===== src/rtl/hazard_ctrl.sv =====
// Hazard, forwarding and control-flow manager for the five-stage rv32 pipeline.
// Forwards operands into decode, stalls on load-use, flushes on taken branches/jumps.
module hazard_ctrl #(
  parameter int XLEN         = 32,
  parameter int LOAD_LAT     = 1,
  parameter int FLUSH_CYCLES = 2,
  parameter int CNT_W        = 16
) (
  input  logic             clk,
  input  logic             rst,
  input  logic [31:0]      instr_de,
  input  logic [XLEN-1:0]  data_a_de,
  input  logic [XLEN-1:0]  data_b_de,
  input  logic [31:0]      instr_exe,
  input  logic [XLEN-1:0]  alu_out_exe,
  input  logic [XLEN-1:0]  pc_exe,
  input  logic [XLEN-1:0]  exe_a,
  input  logic [XLEN-1:0]  exe_b,
  input  logic [31:0]      instr_acc,
  input  logic [XLEN-1:0]  alu_out_acc,
  input  logic [XLEN-1:0]  dmem_out_acc,
  input  logic [XLEN-1:0]  pc_4_acc,
  input  logic [31:0]      instr_wb,
  input  logic [XLEN-1:0]  data_d_wb,
  output logic [XLEN-1:0]  data_a_mgr,
  output logic [XLEN-1:0]  data_b_mgr,
  output logic             hazard_a,
  output logic             hazard_b,
  output logic             stall,
  output logic             pc_sel,
  output logic             false_path,
  output logic [CNT_W-1:0] stall_count,
  output logic [CNT_W-1:0] flush_count
);

  localparam logic [6:0] OP_LUI    = 7'b0110111;
  localparam logic [6:0] OP_AUIPC  = 7'b0010111;
  localparam logic [6:0] OP_IMM    = 7'b0010011;
  localparam logic [6:0] OP_REG    = 7'b0110011;
  localparam logic [6:0] OP_JAL    = 7'b1101111;
  localparam logic [6:0] OP_JALR   = 7'b1100111;
  localparam logic [6:0] OP_LOAD   = 7'b0000011;
  localparam logic [6:0] OP_BRANCH = 7'b1100011;

  localparam int MAXC = (LOAD_LAT > FLUSH_CYCLES) ? LOAD_LAT : FLUSH_CYCLES;
  localparam int CW   = $clog2(MAXC + 1);
  localparam logic [CW-1:0] STALL_INIT = CW'(LOAD_LAT - 1);
  localparam logic [CW-1:0] FLUSH_INIT = CW'(FLUSH_CYCLES - 1);

  typedef enum logic [1:0] {WB_NONE, WB_ALU, WB_LINK, WB_MEM} wb_e;
  typedef enum logic [1:0] {ST_RUN, ST_STALL, ST_FLUSH} state_e;

  // A single-cycle stall/flush is fully covered by the detecting cycle itself.
  localparam state_e STALL_NEXT = state_e'((LOAD_LAT > 1) ? ST_STALL : ST_RUN);
  localparam state_e FLUSH_NEXT = state_e'((FLUSH_CYCLES > 1) ? ST_FLUSH : ST_RUN);

  function automatic wb_e wb_class(input logic [6:0] op);
    case (op)
      OP_LUI, OP_AUIPC, OP_IMM, OP_REG: wb_class = WB_ALU;
      OP_JAL, OP_JALR:                  wb_class = WB_LINK;
      OP_LOAD:                          wb_class = WB_MEM;
      default:                          wb_class = WB_NONE;
    endcase
  endfunction

  function automatic logic rd_hit(input logic [4:0] rd, input wb_e cls, input logic [4:0] rs);
    rd_hit = (rd == rs) && (rd != 5'd0) && (cls != WB_NONE);
  endfunction

  state_e          state_q;
  logic [CW-1:0]   cnt_q;
  logic [CNT_W-1:0] stall_cnt_q, stall_cnt_d, flush_cnt_q, flush_cnt_d;

  wb_e             cls_exe_s, cls_acc_s, cls_wb_s;
  logic [4:0]      rs1_s, rs2_s, rd_exe_s, rd_acc_s, rd_wb_s;
  logic [XLEN-1:0] exe_src_s, acc_src_s;
  logic            exe_a_hit_s, exe_b_hit_s, acc_a_hit_s, acc_b_hit_s, wb_a_hit_s, wb_b_hit_s;
  logic            load_use_s, br_cond_s, jump_s, redirect_s;
  logic            unused_s;

  assign rs1_s     = instr_de[19:15];
  assign rs2_s     = instr_de[24:20];
  assign rd_exe_s  = instr_exe[11:7];
  assign rd_acc_s  = instr_acc[11:7];
  assign rd_wb_s   = instr_wb[11:7];
  assign cls_exe_s = wb_class(instr_exe[6:0]);
  assign cls_acc_s = wb_class(instr_acc[6:0]);
  assign cls_wb_s  = wb_class(instr_wb[6:0]);
  assign unused_s  = ^{instr_de[31:25], instr_de[14:0], instr_exe[31:15],
                       instr_acc[31:12], instr_wb[31:12]};

  // A load still in EXE has no data yet: it never forwards, it stalls instead.
  assign exe_a_hit_s = rd_hit(rd_exe_s, cls_exe_s, rs1_s) && (cls_exe_s != WB_MEM);
  assign exe_b_hit_s = rd_hit(rd_exe_s, cls_exe_s, rs2_s) && (cls_exe_s != WB_MEM);
  assign acc_a_hit_s = rd_hit(rd_acc_s, cls_acc_s, rs1_s);
  assign acc_b_hit_s = rd_hit(rd_acc_s, cls_acc_s, rs2_s);
  assign wb_a_hit_s  = rd_hit(rd_wb_s, cls_wb_s, rs1_s);
  assign wb_b_hit_s  = rd_hit(rd_wb_s, cls_wb_s, rs2_s);
  assign load_use_s  = (cls_exe_s == WB_MEM) && (rd_exe_s != 5'd0) &&
                       ((rd_exe_s == rs1_s) || (rd_exe_s == rs2_s));

  assign exe_src_s = (cls_exe_s == WB_LINK) ? (pc_exe + XLEN'(4)) : alu_out_exe;

  always_comb begin
    case (cls_acc_s)
      WB_MEM:  acc_src_s = dmem_out_acc;
      WB_LINK: acc_src_s = pc_4_acc;
      default: acc_src_s = alu_out_acc;
    endcase
  end

  always_comb begin
    data_a_mgr = data_a_de;
    hazard_a   = 1'b0;
    if (exe_a_hit_s) begin
      data_a_mgr = exe_src_s;
      hazard_a   = 1'b1;
    end else if (acc_a_hit_s) begin
      data_a_mgr = acc_src_s;
      hazard_a   = 1'b1;
    end else if (wb_a_hit_s) begin
      data_a_mgr = data_d_wb;
      hazard_a   = 1'b1;
    end else begin
      data_a_mgr = data_a_de;
      hazard_a   = 1'b0;
    end
  end

  always_comb begin
    data_b_mgr = data_b_de;
    hazard_b   = 1'b0;
    if (exe_b_hit_s) begin
      data_b_mgr = exe_src_s;
      hazard_b   = 1'b1;
    end else if (acc_b_hit_s) begin
      data_b_mgr = acc_src_s;
      hazard_b   = 1'b1;
    end else if (wb_b_hit_s) begin
      data_b_mgr = data_d_wb;
      hazard_b   = 1'b1;
    end else begin
      data_b_mgr = data_b_de;
      hazard_b   = 1'b0;
    end
  end

  always_comb begin
    case (instr_exe[14:12])
      3'b000:  br_cond_s = (exe_a == exe_b);
      3'b001:  br_cond_s = (exe_a != exe_b);
      3'b100:  br_cond_s = ($signed(exe_a) < $signed(exe_b));
      3'b101:  br_cond_s = ($signed(exe_a) >= $signed(exe_b));
      3'b110:  br_cond_s = (exe_a < exe_b);
      3'b111:  br_cond_s = (exe_a >= exe_b);
      default: br_cond_s = 1'b0;
    endcase
  end

  // The EXE slot during FLUSH belongs to a killed instruction.
  assign jump_s     = (instr_exe[6:0] == OP_JAL) || (instr_exe[6:0] == OP_JALR);
  assign redirect_s = (state_q != ST_FLUSH) &&
                      (jump_s || ((instr_exe[6:0] == OP_BRANCH) && br_cond_s));
  assign pc_sel     = redirect_s;
  assign false_path = redirect_s || (state_q == ST_FLUSH);
  assign stall      = !redirect_s &&
                      ((state_q == ST_STALL) || ((state_q == ST_RUN) && load_use_s));

  // cnt_q holds the stall/flush cycles still to come after the current one.
  always_ff @(posedge clk) begin
    if (rst) begin
      state_q <= ST_RUN;
      cnt_q   <= CW'(0);
    end else begin
      case (state_q)
        ST_RUN: begin
          if (redirect_s) begin
            state_q <= FLUSH_NEXT;
            cnt_q   <= FLUSH_INIT;
          end else if (load_use_s) begin
            state_q <= STALL_NEXT;
            cnt_q   <= STALL_INIT;
          end else begin
            state_q <= ST_RUN;
            cnt_q   <= CW'(0);
          end
        end
        ST_STALL: begin
          if (redirect_s) begin
            state_q <= FLUSH_NEXT;
            cnt_q   <= FLUSH_INIT;
          end else if (cnt_q > CW'(1)) begin
            state_q <= ST_STALL;
            cnt_q   <= cnt_q - CW'(1);
          end else begin
            state_q <= ST_RUN;
            cnt_q   <= CW'(0);
          end
        end
        ST_FLUSH: begin
          if (cnt_q > CW'(1)) begin
            state_q <= ST_FLUSH;
            cnt_q   <= cnt_q - CW'(1);
          end else begin
            state_q <= ST_RUN;
            cnt_q   <= CW'(0);
          end
        end
        default: begin
          state_q <= ST_RUN;
          cnt_q   <= CW'(0);
        end
      endcase
    end
  end

  assign stall_cnt_d = (stall && (stall_cnt_q != {CNT_W{1'b1}})) ?
                       (stall_cnt_q + CNT_W'(1)) : stall_cnt_q;
  assign flush_cnt_d = (pc_sel && (flush_cnt_q != {CNT_W{1'b1}})) ?
                       (flush_cnt_q + CNT_W'(1)) : flush_cnt_q;

  always_ff @(posedge clk) begin
    if (rst) begin
      stall_cnt_q <= CNT_W'(0);
      flush_cnt_q <= CNT_W'(0);
    end else begin
      stall_cnt_q <= stall_cnt_d;
      flush_cnt_q <= flush_cnt_d;
    end
  end

  assign stall_count = stall_cnt_q;
  assign flush_count = flush_cnt_q;

endmodule


===== config.mk =====
export PLATFORM = sky130hd
export DESIGN_NAME = hazard_ctrl
export DESIGN_NICKNAME = d
export VERILOG_FILES = /design/src/rtl/hazard_ctrl.sv
export SDC_FILE = /design/constraint.sdc
export NUM_CORES = 1
export LEC_CHECK = 0
export CAP_MARGIN = 20
export CORE_AREA = 5 5 211 213
export CTS_CLUSTER_SIZE = 20
export DETAILED_ROUTE_END_ITERATION = 10
export DIE_AREA = 0 0 216 218
export HOLD_SLACK_MARGIN = 0.1
export SETUP_SLACK_MARGIN = 0.1
export SYNTH_ARGS = -nofsm -noshare
export SYNTH_HDL_FRONTEND = slang
export SYNTH_SLANG_ARGS = --single-unit

===== constraint.sdc =====
create_clock -name clk -period 3.2 [get_ports clk]
set_input_delay 0.64 -clock clk [delete_from_list [all_inputs] [get_ports clk]]
set_output_delay 0.64 -clock clk [all_outputs]
set_load 0.01 [all_outputs]

Word-level counts from Yosys, hierarchy flattened
Index checks and enable logic that the tools add are counted.
- add/sub/neg operators: 4
- order comparisons: 5
- equality and inequality tests: 45
- mux-type cells: 27
- reductions and logical operators: 42
- operators with widths (cell ; count):
    32-bit two-way mux ; 7
    32-bit >= comparator ; 2
    32-bit less-than comparator ; 2
    32-bit case mux with 2 select lines ; 1
    7-bit == test, second input constant ; 7
    7-bit by 5-bit == test with 1-bit output, second input constant ; 6
    7-bit by 6-bit == test with 1-bit output, second input constant ; 6
    16-bit by 1-bit adder with 16-bit output, second input constant ; 2
    32-bit by 3-bit adder with 32-bit output, second input constant ; 1
    32-bit == test ; 1
    16-bit inequality test, second input constant ; 2
    32-bit inequality test ; 1
    5-bit == test ; 6
    2-bit case mux with 3 select lines ; 5
    1-bit logical AND ; 22
    7-bit by 2-bit == test with 1-bit output, second input constant ; 3
    5-bit nonzero test ; 3
    3-bit == test, second input constant ; 4
    4-bit OR reduction ; 3
    2-bit == test, second input constant ; 5
    2-bit two-way mux ; 5
    1-bit two-way mux ; 8
    1-bit case mux with 6 select lines ; 1
    2-bit nonzero test ; 3
    other kinds (10) ; 17
- register bits: 36
- input bits: 450
- output and inout bits: 101
- logic and storage cells: 127

Logic depth before layout (Yosys ltp)
Gate-level depths: netlist of the first run.
- word-level depth: 10
- mapped depth: 13

Worst setup path after synthesis of the first run
No wires, ideal clock.
- path type: input to output
- start: input instr_wb[2]
- end: output data_a_mgr[10]
- arrival time: 2.603 ns
- slack: -0.043 ns
- stages: 9
- buffers on the path: 1
- cells stage by stage: nor2_1 > nor2_1 > o31ai_1 > o2111ai_1 > nor4_2 > buf_2 > mux2i_1 > a21oi_1 > mux2_2
- cells in the longest elaborated chain, start to end: 8
- elaborated cells on any way between the ends: 15
- those cells by class: eq/ne (7); mux (4); reduce/logical (4)
- RTL lines (element ; RTL line ; source):
    start, declared ; 23 ; input logic [31:0] instr_wb,
    7-bit by 6-bit == test with 1-bit output, or another cell as far along ; 58 ; case (op)
    4-bit OR reduction or 2-bit OR reduction (tied branches) ; 58 ;
    2-bit case mux with 3 select lines * ; 58 ;
    2-bit nonzero test * ; 67 ; rd_hit = (rd == rs) && (rd != 5'd0) && (cls != WB_NONE);
    1-bit logical AND * ; 67 ;
    32-bit two-way mux * ; 121 ; end else if (wb_a_hit_s) begin
    32-bit two-way mux * ; 118 ; end else if (acc_a_hit_s) begin
    32-bit two-way mux * ; 115 ; if (exe_a_hit_s) begin
    end, declared ; 25 ; output logic [XLEN-1:0] data_a_mgr,
Mark *: on every way between the ends. The rest lies on a longest branch, timed or not.

Final worst setup path of the first run
- start: input instr_wb[5]
- end: output data_b_mgr[24]
- cells in the longest elaborated chain, start to end: 8
- elaborated cells on any way between the ends: 15
- those cells by class: eq/ne (7); mux (4); reduce/logical (4)
- RTL lines (element ; RTL line ; source):
    7-bit by 6-bit == test with 1-bit output, or another cell as far along ; 58 ;
    4-bit OR reduction or 2-bit OR reduction (tied branches) ; 58 ;
    2-bit case mux with 3 select lines * ; 58 ;
    2-bit nonzero test * ; 67 ;
    1-bit logical AND * ; 67 ;
    32-bit two-way mux * ; 139 ; end else if (wb_b_hit_s) begin
    32-bit two-way mux * ; 136 ; end else if (acc_b_hit_s) begin
    32-bit two-way mux * ; 133 ; if (exe_b_hit_s) begin
    end, declared ; 26 ; output logic [XLEN-1:0] data_b_mgr,
Marked as above.

==> flow_summary.toml, run 1 <==
[status]
status = "complete, but fails checks"
violations = "setup timing"

[synthesis]
ys_warn_count = 0
synthArstFlopShare = 0
ys_ff_latch = 36
synth_fa_ha_area_frac = 0.06702
synth_xor_area_frac = 0.08981
synth_top_family_by_area = "simple AND/OR/NAND/NOR gates"
syn_inst = 955
synth-seq-area-share = 0.1103
synth_mux_area_frac = 0.1990
synth_top_cell_by_area = "dfxtp_1"
yosys.area.top_type_share = 0.1103
synth-compound-area-share = 0.1995
ys.flop_type = "dfxtp_1"
synth_area_leaders = "dfxtp_1 11%, mux2i_1 10%, mux2_2 9.5%"
synth_fp_nets = 1440
yosysUniqueCellTypes = 49
synth_most_common_cell = "nand2_1"
synthSimpleGateAreaFrac = 0.2736
netlist_top_cells_count = "149 x nand2_1, 94 x a21oi_1, 94 x nor2_1"
synth_edf_count = 0
syn-cell-area_sq_um = 6534
synth.avg_cell_area_sq_um = 6.842

[clock_network]
clk_latency_ns = 0.28
path_clk_slew_ns = 0.06
cts_sinks = 36
cts_tree = "yes"
hold_buffers = 0
numCtsBuffers = 5
htree_levels = 2
cts-root-buf = "clkbuf_16"
clk_path_buf_depth = 2

[floorplan]
core_sq_um = 42510
initial_core_util = 0.1537
ioPinCount = 551
die_w_um = 216
die_area_sq_um = 47090
die_y_um = 218
rows = 76

[pwr]
ir_drop_v = 0.0002494
finalPower_mw = 2.445
powerDensity_nw_per_um2 = 153.7
p_leak_nw = 6.579

[worst_setup_path]
cp_max_fo = 4
cp-end-kind = "primary output"
cp.required_ns = 2.56
critPathKind = "in2out"
critical_path.startpoint = "instr_wb[5]"
crit_arrival_ns = 2.86
start_kind = "primary input"
r2r_start = "flush_count[4]$_SDFFE_PP0P_"

[sta]
fin_crit_sh = 1.095
min_period_ns = 3.505
worst_pin_slew_ns = 0.7864
slew_headroom = 0.4741
skew_ns = 0.008050
max_freq_mhz = 285.3
setup_slack_ns = -0.3046
finalHoldViolCount = 0
fin_setup_tns_ns = -12.90
whs_ns = 0.4742
rsz0062_at_grt = "true"
final-setup-viol-count = 68
final-max-slew-violation-count = 0

[layout]
finalNetCount = 2099
syn2layout_area_growth_pct = 143.4
layoutNonFillerInstCount = 2165
fillers = 4302
post_route_cells_drive_above_1_share = 0.4068
final_core_util = 0.3742
ff_latch_area_sq_um = 720.7
multi_input_area_sq_um = 6873

[placed_design]
dp.cells = 2064
hpwl_mm = 36.37
io_buffers = 471
gp_congestion = 0.9117

[global_route]
overflow = 0
grt_pass1_wl_mm = 69.21
grt_pass1_vias = 10660
track_usage = 0.1949
grt_max_degree = 33
antenna_found_initial = 17

[drt]
avgViaCountPerCell = 4.681
wl_per_cell_um = 23.02
drtIter0Drc = 432
ant_nets = 0
vias = 10130
drtPass1Iterations = 5
drc_errors = 0
wl_mm = 49.84

[run]
maxCapViolCount = 0

[hold_path]
worstHoldPathType = "reg2reg"
min-delay-start = "cnt_q[0]$_SDFF_PP0_"
-- through the flow --
step / worst slack [ns] / cell area, sq um
final: -0.3046 / 15910
after global routing: -0.4213 / 15910
after CTS: -0.3115 / 15310
after floorplan: 0.07426 / 6578
after global placement: -1.272 / 13040
after detailed placement: -1.331 / 13040
-- what timing repair did --
item | in CTS | in global routing
gates cloned | 20 | 1
setup endpoints to repair | 105 | 92
resized for setup | 999 | 135
setup buffers | 55 | 21
pin swaps | 143 | 78
-- critical path, stage by stage --
cell and delay, ns:
buf_8 0.10, nor2_4 0.09, nor2_2 0.05, o31ai_2 0.25, o2111ai_1 0.13, buf_4 0.18
nor4_4 0.24, buf_12 0.16, buf_12 0.12, buf_16 0.13, buf_6 0.10, mux2i_2 0.19
a21oi_1 0.09, mux2_4 0.26, buf_6 0.12
-- layout by cell type, fill, tap and decap left out, types with 7 or more instances in the layout --
cell | netlist | final
buf_6 | 1 | 103
xor2_1 | 32 | 31
mux2i_4 | 0 | 10
buf_16 | 0 | 23
mux2_4 | 0 | 51
nand2_1 | 149 | 138
dfxtp_1 | 36 | 36
o21ai_0 | 51 | 25
o211ai_1 | 16 | 16
a21oi_1 | 94 | 62
a22oi_1 | 33 | 32
buf_2 | 8 | 61
clkdlybuf4s15_2 | 0 | 7
xnor2_1 | 35 | 33
inv_2 | 0 | 27
nand4_1 | 25 | 25
buf_8 | 0 | 8
buf_4 | 0 | 152
o21ai_1 | 0 | 22
nor2_2 | 0 | 10
a21oi_2 | 0 | 25
mux2i_2 | 0 | 7
or3_1 | 9 | 7
ha_4 | 0 | 28
nor3_1 | 21 | 7
nor2_1 | 94 | 65
a21oi_4 | 0 | 7
dlygate4sd2_1 | 0 | 25
mux2i_1 | 68 | 51
inv_1 | 48 | 18
clkdlybuf4s50_1 | 0 | 281
buf_12 | 0 | 29
nor2_4 | 0 | 19
nand3_1 | 23 | 23
nor3_4 | 0 | 9
clkdlybuf4s15_1 | 0 | 10
-- sequential cells by signal, summed over array words and instances, names as in the netlist --
name,cells
flush_count,16
stall_count,16
cnt_q,2
state_q,2
-- path summary, 6_finish.rpt --
| kind | to | slack (ns) | cells past startpoint |
|---|---|---|---|
| setup reg to reg | flush_count[4]$_SDFFE_PP0P_ | 0.33 | 10 |
| setup / recovery | data_b_mgr[24] | -0.30 | 15 |
| hold / removal | cnt_q[1]$_SDFF_PP0_ | 0.47 | 2 |
| hold reg to reg | cnt_q[1]$_SDFF_PP0_ | 0.47 | 2 |
-- where the power goes --
| part | switching, mW | internal (mW) | total (mW) |
|---|---|---|---|
| Combinational | 0.515 | 0.764 | 1.28 |
| Clock | 0.191 | 0.525 | 0.717 |
| Sequential | 0.000762 | 0.449 | 0.449 |
-- routing by layer --
metal	part of all wire	routed length, um	vias to the layer above	global-route usage
li1	-	-	4750	-
met1	0.40	20170	4804	0.2283
met2	0.49	24410	484	0.3489
met3	0.071	3521	88	0.04929
met4	0.034	1696	8	0.06254
met5	0.00096	48	-	0
-- final cells by class --
type,count,share of cell area
timing repair buffer,705,0.4537
sequential,36,0.04531
inverter,48,0.01180
clock inverter,3,0.005664
clock buffer,5,0.007867
tap,546,0.04295
multi-input combinational,818,0.4321
antenna,4,0.0006293
-- cells by family (layout without fill, tap and decap cells) --
| group | Yosys count | after routing |
|---|---|---|
| flip-flops | 36 | 36 |
| other | 0 | 4 |
| AND/OR/NAND/NOR | 373 | 373 |
| buffers and inverters | 101 | 761 |
| multiplexers | 123 | 123 |
| XOR/XNOR | 67 | 67 |
| AO/OA/AOI/OAI | 220 | 220 |
| adder cells (fa/ha/maj) | 35 | 35 |
(Power assumes the default switching activity.)
==> run 2, diff against run 1 <==
- CELL_PAD_IN_SITES_DETAIL_PLACEMENT: not set -> 0
- CELL_PAD_IN_SITES_GLOBAL_PLACEMENT: not set -> 2
- CORE_AREA: 5 5 211 213 -> not set
- CORE_MARGIN: not set -> 5
- CORE_UTILIZATION: not set -> 14
- DIE_AREA: 0 0 216 218 -> not set
- PLACE_DENSITY_LB_ADDON: not set -> 0.1
==> run 2 against run 1 <==
Against the previous run: the flow still finishes with violations (setup timing); sequential power about the same; combinational power about the same; clock skew down 0.0041 ns; largest cell class unchanged; first-iteration DRC count down 0.69%; core utilization down 2.9 points; worst hold slack worse by 0.016 ns; clock-buffer cell count up 3; routed wire length up 8.5%; critical path type unchanged; die area up 8.5%; via count down 3.4%.
==> flow_summary.toml, run 2 (synthesis gave the netlist of run 1 again) <==
[floorplan]
initial_core_util = 0.1409
die_y_um = 226.0
die_area_sq_um = 51090
core_sq_um = 46360
rows = 79
ioPinCount = 551
die_w_um = 226.0

[run]
maxCapViolCount = 0

[layout]
final_area_sq_um = 16000
finalNetCount = 2100
post_route_cells_drive_above_1_share = 0.4041
syn2layout_area_growth_pct = 144.9
layout_common_cells = "280 x clkdlybuf4s50_1, 140 x buf_4, 137 x nand2_1"
layout_commonest_cell = "clkdlybuf4s50_1"

[worst_setup_path]
rr_endpoint = "flush_count[4]$_SDFFE_PP0P_"
critPathKind = "in2out"
rr_worst_depth = 10
start_kind = "primary input"
r2r_start = "flush_count[4]$_SDFFE_PP0P_"
cp-end-kind = "primary output"
crit_arrival_ns = 2.76
reg2reg_slack_ns = 0.27
cp.required_ns = 2.56
cp_max_fo = 8

[clock_network]
clk_path_buf_depth = 2
htree_levels = 2
cts-root-buf = "clkbuf_16"
path_clk_slew_ns = 0.05
numCtsBuffers = 5
clk_latency_ns = 0.29
cts_tree = "yes"
cts_sinks = 36

[sta]
setup_slack_ns = -0.2029
max_freq_mhz = 293.9
finalHoldViolCount = 0
whs_ns = 0.4585
min_period_ns = 3.403
fin_crit_sh = 1.063
rsz0062_at_grt = "true"
final-max-slew-violation-count = 0
skew_ns = 0.003987
worst_pin_slew_ns = 0.6602
slew_headroom = 0.5583
final-setup-viol-count = 66

[drt]
avgViaCountPerCell = 4.381
ant_nets = 0
wl_per_cell_um = 24.20
wl_mm = 54.10
drtPass1Iterations = 6
drc_errors = 0
drtIter0Drc = 429
vias = 9792

[hold_path]
min_to = "cnt_q[1]$_SDFF_PP0_"
min-delay-start = "cnt_q[0]$_SDFF_PP0_"
whs_path_depth = 2
worstHoldPathType = "reg2reg"

[global_route]
grt_pass1_vias = 10590
track_usage = 0.1939
grt_max_degree = 38
antenna_found_initial = 21
overflow = 0
grt_pass1_wl_mm = 72.84

[pwr]
powerDensity_nw_per_um2 = 139.8
p_leak_nw = 6.651
ir_drop_v = 0.0001555

[placed_design]
hpwl_mm = 39.16
gp_congestion = 0.8481
dp_slack_ns = -1.302
io_buffers = 471
postPlaceCellArea_sq_um = 13120

[status]
violations = "setup timing"
status = "complete, but fails checks"
run 2: cell count changes in the layout (fill, tap and decap cells not counted), sizes merged:
cell           change
clkbuf            +22
buf               -21
clkdlybuf4s15      -9
dlymetal6s2s       +9
diode              +8
dlygate4sd2        +4
bufinv             -3
clkdlybuf4s50      -1
run 2: area by class of cell:
cell class,count,area [sq um]
Fill cell,4966,30350
Timing Repair Buffer,706,7229
Multi-Input combinational cell,818,6935
Tap cell,607,759.5
Sequential cell,36,720.7
Inverter,48,182.7
Clock buffer,8,146.4
Antenna cell,12,30.03
run 2: stage by stage:
stage	util	TNS, ns	std cells	power [mW]
3_5_place_dp	0.2830	-95.74	2128	1.601
2_1_floorplan	-	0	955	0.7838
4_1_cts	0.3259	-21.16	2196	2.223
3_3_place_gp	0.2830	-92.85	2128	1.605
5_1_grt	0.3451	-16.44	2232	2.370
6_report	0.3452	-9.568	2235	2.237
run 2: worst max-delay path by stage:
stage | start | end | slack, ns | cells past startpoint
finish | instr_wb[9] | data_b_mgr[29] | -0.20 | 12
global placement | pc_exe[2] | data_a_mgr[28] | -1.26 | 11
CTS | instr_wb[5] | data_b_mgr[24] | -0.40 | 15
global route | instr_wb[5] | data_a_mgr[23] | -0.33 | 14
floorplan | instr_wb[2] | data_a_mgr[10] | 0.07 | 9
detailed placement | exe_b[7] | pc_sel | -1.30 | 12
run 2: worst max-delay path: stages:
cell and delay (ns):
buf_6 0.09, or4_4 0.54, o2111ai_4 0.21, buf_6 0.15, nor4_4 0.03, buf_6 0.14, buf_12 0.15, buf_6 0.13
mux2i_2 0.18, a21oi_2 0.07, mux2_4 0.28, buf_6 0.13
run 2: where the power goes:
group | leakage (nW) | total, mW | switching [mW] | internal [mW]
sequential | 0.290 | 0.449 | 0.000769 | 0.449
clock | 0.0712 | 0.513 | 0.202 | 0.311
combinational | 6.29 | 1.27 | 0.512 | 0.763
total | 6.65 | 2.24 | 0.714 | 1.52
run 2: layer usage:
layer	up-vias	track usage	part of all wire
met4	22	0.02329	0.011
met2	352	0.3465	0.49
li1	4774	-	-
met3	57	0.07565	0.087
met5	-	0	0.0026
met1	4587	0.2267	0.41
run 2: repair_timing:
action                                  in CTS  in global routing
gates cloned                                18                 13
pin swaps                                  129                 98
endpoints found under the setup margin     105                 96
hold endpoints to repair                     0                  0
hold buffers                                 0                  0
buffers inserted                            64                 18
gates resized for setup                    950                185
==> run 3, diff against run 2 <==
- TNS_END_PERCENT: not set -> 1
==> run 3 against run 2 <==
Against the previous run: final cell count shrank 1.9%; sequential power is essentially flat; non-clock buffer count shrank 44; flip-flop and latch count is the same; sequential share of layout area grew 0.26 points; maximum frequency shrank 2.9%; largest power group unchanged; the run still ends with setup timing left; setup slack lost 0.10 ns; clock-buffer cell count shrank 2.
==> flow_summary.toml, run 3 (synthesis gave the netlist of run 1 again) <==
[sta]
finalHoldViolCount = 0
final-setup-viol-count = 67
skew_ns = 0.006085
min_period_ns = 3.503
fin_crit_sh = 1.095
rsz0062_at_grt = "true"
slew_headroom = 0.6369
setup_slack_ns = -0.3034
final-max-slew-violation-count = 0
whs_ns = 0.4727
max_freq_mhz = 285.4
worst_pin_slew_ns = 0.5390

[clock_network]
hold_buffers = 0
numCtsBuffers = 5
cts-root-buf = "clkbuf_16"
path_clk_slew_ns = 0.06
cts_tree = "yes"
clk_path_buf_depth = 2
htree_levels = 2
cts_sinks = 36
clk_latency_ns = 0.28

[worst_setup_path]
critPathKind = "in2out"
worst-path-buf-inv = 7
rr_worst_depth = 10
timing.critical_path.mode_cell = "buf_6"
cp_max_fo = 7
rr_endpoint = "flush_count[4]$_SDFFE_PP0P_"
cp_top_family = "buffers and inverters"
start_kind = "primary input"
cp-end-kind = "primary output"
crit_path_cell_trace = "clkdlybuf4s50_1 > o2111ai_2 > buf_6 > nor4_4 > buf_6 > buf_12 > buf_12 > mux2i_1 > buf_4 > a21oi_2 > mux2_4 > buf_6"
r2r_start = "flush_count[4]$_SDFFE_PP0P_"
crit_arrival_ns = 2.86
slowest_delay_ns = 0.47
reg2reg_slack_ns = 0.56
cp_slowest_cell = "clkdlybuf4s50_1"
cp.required_ns = 2.56

[hold_path]
worstHoldPathType = "reg2reg"
whs_path_depth = 2
min-delay-start = "cnt_q[0]$_SDFF_PP0_"
min_to = "cnt_q[1]$_SDFF_PP0_"

[layout]
finalNetCount = 2056
layoutNonFillerInstCount = 2193
ff_latch_area_sq_um = 720.7
layout_common_cells = "293 x clkdlybuf4s50_1, 142 x buf_4, 141 x nand2_1"
final_core_util = 0.3266
syn2layout_area_growth_pct = 131.7
final_area_sq_um = 15140
layout_commonest_cell = "clkdlybuf4s50_1"
fillers = 4978
post_route_cells_drive_above_1_share = 0.3333
multi_input_area_sq_um = 6579

[pwr]
ir_drop_v = 0.0001505
powerDensity_nw_per_um2 = 147.0
p_leak_nw = 6.508

[floorplan]
die_w_um = 226.0
initial_core_util = 0.1409
die_area_sq_um = 51090
rows = 79
ioPinCount = 551
core_sq_um = 46360
die_y_um = 226.0

[placed_design]
dp_slack_ns = -1.338
dp.cells = 2135
io_buffers = 471
postPlaceCellArea_sq_um = 13220
gp_congestion = 0.8074
hpwl_mm = 39.05

[global_route]
grt_pass1_vias = 10180
track_usage = 0.1780
grt_max_degree = 33
grt_pass1_wl_mm = 67.75
antenna_found_initial = 26
overflow = 0

[drt]
avgViaCountPerCell = 4.257
wl_mm = 48.45
drtPass1Iterations = 5
drc_errors = 0
ant_nets = 0
drtIter0Drc = 293
vias = 9335
wl_per_cell_um = 22.09

[status]
violations = "setup timing"
status = "complete, but fails checks"

[run]
maxCapViolCount = 0
-- run 3: cell types whose count changed in the layout (fill, tap and decap cells not counted), moves of 9 or more --
cell,previous run,this run
buf_6,124,53
dlymetal6s2s_1,11,73
mux2_2,2,31
mux2_4,53,24
dlygate4sd2_1,29,15
clkdlybuf4s50_1,280,293
buf_2,43,31
buf_16,15,6
-- run 3: where the power goes --
group / switching [mW] / internal [mW] / leakage, nW / total (mW)
logic: 0.478 / 0.731 / 6.14 / 1.21
clock network: 0.200 / 0.367 / 0.0809 / 0.567
registers: 0.000771 / 0.449 / 0.290 / 0.449
total: 0.680 / 1.55 / 6.51 / 2.23
-- run 3: final cells by class --
type	count	share of cell area
repair buffers	662	0.4426
multi-input cells	818	0.4345
well taps	607	0.05016
flip-flops and latches	36	0.04760
inverters	48	0.01206
clock buffers	6	0.008511
clock inverters	2	0.002314
diodes	14	0.002314
-- run 3: per-layer routing --
metal,wire [um],up-vias,GRT usage
met5,173,-,0
met4,673,24,0.02329
met3,4997,49,0.07968
met2,23160,339,0.3136
met1,19440,4250,0.2050
li1,-,4673,-
-- run 3: repair_timing --
action                     CTS  global route
resized for setup          502           276
setup buffers               20             7
setup endpoints to repair  104           103
pin swaps                   57            64
gates cloned                 7             3
-- run 3: metrics by stage --
stage,power (mW),TNS [ns]
floorplan,0.7837,0
global placement,1.597,-92.42
detailed placement,1.595,-91.37
finish,2.226,-13.15
CTS,2.200,-26.38
global route,2.365,-20.96
-- run 3: worst reg2reg max path, stage by stage, from the launching register on --
cell      delay [ns]
dfxtp_1         0.41
and3_1          0.27
nand4_1         0.16
nor2_1          0.27
nand4_1         0.22
nor3_1          0.43
nor2_1          0.20
nand3b_1        0.23
buf_4           0.15
xor2_1          0.13
nor2_1          0.05
-- run 3: worst max-delay path by stage --
stage / from / slack [ns] / depth (start not counted) / endpoint
after floorplan: instr_wb[2] / 0.07 / 9 / data_a_mgr[10]
after global placement: exe_b[7] / -1.38 / 12 / pc_sel
after detailed placement: exe_b[7] / -1.34 / 12 / pc_sel
after CTS: exe_b[4] / -0.51 / 13 / stall
after global routing: instr_wb[2] / -0.40 / 15 / data_a_mgr[30]
final: instr_wb[0] / -0.30 / 12 / data_a_mgr[30]
